### config.mk
export PLATFORM = sky130hd
export DESIGN_NAME = plab3_mem_nsbittestmemory
export DESIGN_NICKNAME = d
export VERILOG_FILES = /design/src/rtl/plab3_mem_nsbittestmemory.sv
export SDC_FILE = /design/constraint.sdc
export NUM_CORES = 2
export LEC_CHECK = 0
export BUFFER_PORTS_ARGS = -buffer_cell sky130_fd_sc_hd__buf_2
export CORE_MARGIN = 2
export CORE_UTILIZATION = 40
export DETAILED_ROUTE_END_ITERATION = 6
export SLEW_MARGIN = 40
export SYNTH_ARGS = -nofsm -noshare
export SYNTH_HDL_FRONTEND = slang
export SYNTH_SLANG_ARGS = --single-unit
### constraint.sdc
create_clock -name clk -period 17 [get_ports clk]
set_input_delay 1.7 -clock clk [delete_from_list [all_inputs] [get_ports clk]]
set_output_delay 1.7 -clock clk [all_outputs]
set_load 0.03 [all_outputs]
### src/rtl/plab3_mem_nsbittestmemory.sv
// Line-granular test memory answering one memreq at a time after a fixed latency.
// Each line carries an owner bit; non-secure requesters cannot read or overwrite secure-owned lines.
module plab3_mem_nsbittestmemory #(
  parameter int p_opaque_nbits = 8,
  parameter int p_abw          = 32,
  parameter int p_clw          = 128,
  parameter int p_nlines       = 16,
  parameter int p_latency      = 2,
  localparam int c_lenw        = $clog2(p_clw / 8),
  localparam int c_req_nbits   = 3 + p_opaque_nbits + p_abw + c_lenw + p_clw,
  localparam int c_resp_nbits  = 3 + p_opaque_nbits + c_lenw + p_clw
) (
  input  logic                    clk,
  input  logic                    reset,
  input  logic                    memreq_val,
  output logic                    memreq_rdy,
  input  logic [c_req_nbits-1:0]  memreq_msg,
  input  logic                    memreq_domain,
  output logic                    memresp_val,
  input  logic                    memresp_rdy,
  output logic [c_resp_nbits-1:0] memresp_msg,
  output logic                    memresp_domain,
  output logic [7:0]              violation_count,
  output logic [1:0]              o_dbg_state
);

  localparam int c_iw = $clog2(p_nlines);
  localparam int c_cw = (p_latency < 2) ? 1 : $clog2(p_latency + 1);
  localparam logic [c_cw-1:0] c_lat = c_cw'(p_latency);

  localparam logic [1:0] S_IDLE = 2'd0;
  localparam logic [1:0] S_WAIT = 2'd1;
  localparam logic [1:0] S_RESP = 2'd2;

  logic [1:0]                r_state;
  logic [c_cw-1:0]           r_count;
  logic [2:0]                r_type;
  logic [p_opaque_nbits-1:0] r_opaque;
  logic [p_clw-1:0]          r_rdata;
  logic                      r_domain;
  logic [7:0]                r_viol;
  logic [p_clw-1:0]          r_mem [p_nlines];
  logic [p_nlines-1:0]       r_owner;

  logic [p_clw-1:0]          w_req_data;
  logic [p_abw-1:0]          w_req_addr;
  logic [p_opaque_nbits-1:0] w_req_opaque;
  logic [2:0]                w_req_type;
  logic [c_iw-1:0]           w_idx;
  logic                      w_accept;
  logic                      w_blocked;
  logic                      w_is_write;
  logic                      w_unused;

  assign w_req_data   = memreq_msg[p_clw-1:0];
  assign w_req_addr   = memreq_msg[p_clw+c_lenw +: p_abw];
  assign w_req_opaque = memreq_msg[p_clw+c_lenw+p_abw +: p_opaque_nbits];
  assign w_req_type   = memreq_msg[c_req_nbits-1 -: 3];
  // Whole-line accesses: byte offset, len and upper address bits play no part.
  assign w_idx        = w_req_addr[4 +: c_iw];
  assign w_unused     = ^{w_req_addr, memreq_msg[p_clw +: c_lenw]};

  assign w_accept   = memreq_val && memreq_rdy;
  assign w_blocked  = memreq_domain && !r_owner[w_idx];
  assign w_is_write = (w_req_type == 3'd1);

  // Handshake: a transfer occurs on a rising edge where val and rdy are both high;
  // the responder holds msg/domain stable while val is high and rdy is low.
  assign memreq_rdy     = (r_state == S_IDLE);
  assign memresp_val    = (r_state == S_RESP);
  assign memresp_msg    = {r_type, r_opaque, {c_lenw{1'b0}}, r_rdata};
  assign memresp_domain = r_domain;
  assign violation_count = r_viol;
  assign o_dbg_state    = r_state;

  always_ff @(posedge clk) begin
    if (reset) begin
      r_state  <= S_IDLE;
      r_count  <= '0;
      r_type   <= '0;
      r_opaque <= '0;
      r_rdata  <= '0;
      r_domain <= 1'b0;
      r_viol   <= '0;
      r_owner  <= '1;
      for (int i = 0; i < p_nlines; i++) r_mem[i] <= '0;
    end else begin
      case (r_state)
        S_IDLE: begin
          if (w_accept) begin
            r_type   <= w_req_type;
            r_opaque <= w_req_opaque;
            r_domain <= memreq_domain;
            r_count  <= c_lat;
            r_state  <= (p_latency == 0) ? S_RESP : S_WAIT;
            // Blocked accesses return zero and leave the line untouched.
            if (w_blocked) begin
              r_rdata <= '0;
              if (r_viol != 8'hFF) r_viol <= r_viol + 8'd1;
            end else if (w_is_write) begin
              r_rdata        <= '0;
              r_mem[w_idx]   <= w_req_data;
              r_owner[w_idx] <= memreq_domain;
            end else begin
              r_rdata <= r_mem[w_idx];
            end
          end
        end
        S_WAIT: begin
          if (r_count == c_cw'(1)) r_state <= S_RESP;
          else                     r_count <= r_count - c_cw'(1);
        end
        S_RESP: begin
          if (memresp_rdy) r_state <= S_IDLE;
        end
        default: r_state <= S_IDLE;
      endcase
    end
  end

endmodule

==> results.py <==
metrics = {
    "status": {
        "run_status": "finished, final reports clean",
    },
    "global_route": {
        "antenna_found_initial": 63,
        "track_usage_pct": 23.8,
        "grt_max_degree": 118,
        "grt_pass1_wl_microns": 425000,
        "grt_pass1_vias": 61100,
        "grt-ovfl-total": 0,
    },
    "yosys": {
        "ys_seq_area_share_pct": 67.3,
        "synth_flop_cell": "edfxtp_1",
        "synth-seq-cells": 2216,
        "synth.avg_cell_area_sq_um": 14.4,
        "synth-edff-count": 2048,
        "syn-instance-count": 6693,
        "synthesis.area_sq_um": 96400,
        "synthDistinctLibCells": 46,
        "async_flop_share_pct": 0,
        "yosysWarnings": 0,
    },
    "route": {
        "wl_met3_microns": 29200,
        "wl_met2_microns": 143000,
        "dr.first_iter.drc_count": 7537,
        "wl_per_cell_microns": 28.9,
        "antenna_left": 0,
        "routed_via_density": 5.97,
        "dr_total_vias": 60800,
        "m1WireLength_microns": 113000,
        "routed.top_layer": "met5",
        "first_pass_iters": 7,
        "drc": 0,
        "drt-total-wl_microns": 294000,
    },
    "power_and_ir_drop": {
        "peakVddDrop_mv": 0.0893,
        "leakage_nw": 35.0,
        "p_per_area_nw_per_um2": 111,
    },
    "floorplanning": {
        "fp.dieH_microns": 495,
        "die_w_microns": 495,
        "die-area_sq_um": 245000,
        "coreArea_sq_um": 240000,
        "ios": 336,
        "initial_core_util_pct": 40.2,
        "rows": 180,
    },
    "worst_hold_path": {
        "min_path_type": "flop to flop",
    },
    "critical_path": {
        "critPathMaxStageDelay_ns": 0.81,
        "ff2ff_setup_slack_ns": 12.78,
        "crit_slowest_cell": "o211a_4",
        "timing.rr.start": "o_dbg_state[1]",
        "critPathLaunchType": "input port",
        "setup.worst_path.class": "input port to flop",
        "crit_start": "memreq_msg[137]",
        "crit_chain": "buf_8 -> buf_12 -> mux2_2 -> a222oi_1 -> o211a_4 -> buf_12 -> o21ai_4 -> buf_4 -> buf_4",
        "critPathArrivalTime_ns": 6.26,
        "crit_required_ns": 17.50,
        "r2r-end": "r_mem[0][48]",
        "end_kind": "flop",
        "rr_worst_depth": 7,
        "path_max_fanout": 83,
        "cp-endpoint": "r_mem[4][54]",
    },
    "clock_network": {
        "htree_levels": 4,
        "tritoncts": "built",
        "cts_max_path_buffers": 3,
        "cts-root-buf": "clkbuf_16",
        "cts_resized": 0,
        "clock_latency_ns": 0.91,
        "cts_made_buffers": 228,
        "postCtsSetupBuffers": 0,
        "clk_pin_slew_ns": 0.06,
        "cts_hold_buf": 0,
        "cts.sinks": 2216,
    },
    "sta": {
        "hold_viol": 0,
        "fin_ws_ns": 11.24,
        "report.final.slew_viol_count": 0,
        "period_minus_slack_ns": 5.76,
        "rsz0062_at_grt": "false",
        "fin_setup_tns_ns": 0,
        "fin_crit_sh_pct": 33.9,
        "slew_headroom_pct": 39.3,
        "finClkSkew_ns": 0.0472,
        "setup_viol": 0,
        "clock.fmax_ghz": 0.174,
        "tightest_slew_ns": 0.910,
    },
    "place": {
        "gp_congestion": 0.749,
        "port_buffers": 299,
        "dp_hpwl_microns": 149000,
        "dp_worst_setup_slack_ns": 10.23,
    },
    "run": {
        "maxCapViolCount": 0,
    },
    "finish": {
        "nNetsFinal": 6958,
        "drive_gt1_share_pct": 21.0,
        "fillers": 21300,
        "syn2layout_area_growth_pct": 13.2,
    },
}
## how the worst min path moves through the flow
| stage | startpoint | endpoint | slack, ns | cells past startpoint |
|---|---|---|---|---|
| 2_1_floorplan | r_owner[11] | r_owner[11] | 0.46 | 2 |
| 3_3_place_gp | r_rdata[5] | r_rdata[5] | 0.46 | 1 |
| 3_5_place_dp | memresp_domain | memresp_domain | 0.45 | 2 |
| 4_1_cts | memresp_domain | memresp_domain | 0.45 | 2 |
| 5_1_grt | memresp_domain | memresp_domain | 0.48 | 2 |
| 6_report | memresp_domain | memresp_domain | 0.45 | 2 |
## power breakdown
part | total, mW | switching (mW) | leakage [nW] | internal (mW)
combinational | 0.954 | 0.640 | 8.89 | 0.314
sequential | 6.18 | 0.0576 | 22.6 | 6.12
clock | 4.98 | 2.20 | 3.60 | 2.78
total | 12.1 | 2.90 | 35.0 | 9.22
## registers in the layout, indices dropped and copies added (netlist names)
signal	cells
violation_count	8
r_type	3
r_rdata	128
r_count	2
memresp_domain	1
o_dbg_state	2
r_mem	2048
r_opaque	8
r_owner	16
## final cells by class
| class | count | area (sq um) | area share (%) |
|---|---|---|---|
| Clock buffer | 309 | 6200 | 5.68 |
| Inverter | 6 | 22.5 | 0.0206 |
| Multi-Input combinational cell | 3862 | 29200 | 26.8 |
| Timing Repair Buffer | 462 | 3610 | 3.31 |
| Sequential cell | 2216 | 64900 | 59.4 |
| Clock inverter | 116 | 1210 | 1.11 |
| Antenna cell | 22 | 55.1 | 0.0504 |
| Tap cell | 3185 | 3990 | 3.65 |
## worst max-delay path, delay by kind of cell
kind / cells / cell delay (ns)
buffers and inverters: 5 / 2.38
AO/OA/AOI/OAI: 3 / 1.53
multiplexers: 1 / 0.40
## synth_stat cells, types with 2 or more instances
cell      instances  area, sq um
a21o_1            2         15.0
a21oi_1          20          100
a22o_1          128         1120
and2_1           72          450
buf_1            30          113
buf_2           267         1340
buf_4             4         30.0
clkbuf_1        310         1160
dfxtp_1         168         3360
edfxtp_1       2048        61500
ha_1              2         25.0
inv_1             6         22.5
mux2_2            3         33.8
mux2i_1           4         40.0
mux4_2          642        14500
nand2_1         422         1580
nand2b_1          4         25.0
nand3_1         472         2360
nand4_1           8         50.1
nor2_1         1554         5830
nor2b_1           4         25.0
nor3_1          451         2260
nor3b_1           5         37.5
o211ai_1          3         22.5
o21ai_0          27          135
o311ai_0          5         43.8
o31ai_1           6         45.0
or3_1             2         12.5
or3b_2            2         17.5
or4_1             6         45.0
## cells by family (layout without fill, tap and decap cells)
logic type,after synthesis,in the layout,share of synthesized area (%)
simple gates,3008,3008,13.2
flops,2216,2216,67.3
mux,650,650,15.1
buf+inv,618,893,2.78
compound gates,198,198,1.60
fa+ha+maj,2,2,0.0259
other cells,1,26,0.00389
## per-layer routing
layer  global-route usage, %  up-vias
li1                        -    25400
met2                    39.0     3278
met3                    4.97      528
met1                    31.8    31500
met5                       0        -
met4                    7.20       46
## placed cells by master, fill, tap and decap left out, types with 6 or more instances in the layout
cell,synthesis,layout
a21oi_1,20,20
a22o_1,128,128
and2_1,72,71
buf_12,0,20
buf_16,0,16
buf_2,267,295
buf_4,4,56
buf_6,1,68
buf_8,0,6
bufinv_16,0,14
clkbuf_1,310,62
clkbuf_16,0,228
clkbuf_8,0,20
clkinv_1,0,42
clkinv_16,0,10
clkinv_2,0,37
dfxtp_1,168,168
diode_2,0,22
edfxtp_1,2048,2048
mux4_2,642,642
nand2_1,422,418
nand3_1,472,468
nand4_1,8,8
nor2_1,1554,1549
nor3_1,451,451
o21ai_0,27,15
o21ai_4,0,11
or4_1,6,6
## metrics by stage
step / hold WS [ns] / power, mW / util (%) / cells / area [sq um]
2_1_floorplan: 0.459 / 6.90 / - / 6696 / 96400
3_3_place_gp: 0.456 / 7.22 / 41.9 / 9698 / 101000
3_5_place_dp: 0.446 / 7.25 / 42.3 / 9726 / 102000
4_1_cts: 0.454 / 12.2 / 45.4 / 10200 / 109000
5_1_grt: 0.478 / 12.4 / 45.4 / 10200 / 109000
6_report: 0.454 / 12.1 / 45.5 / 10200 / 109000
Note: power is estimated with default switching activity, not from simulation.
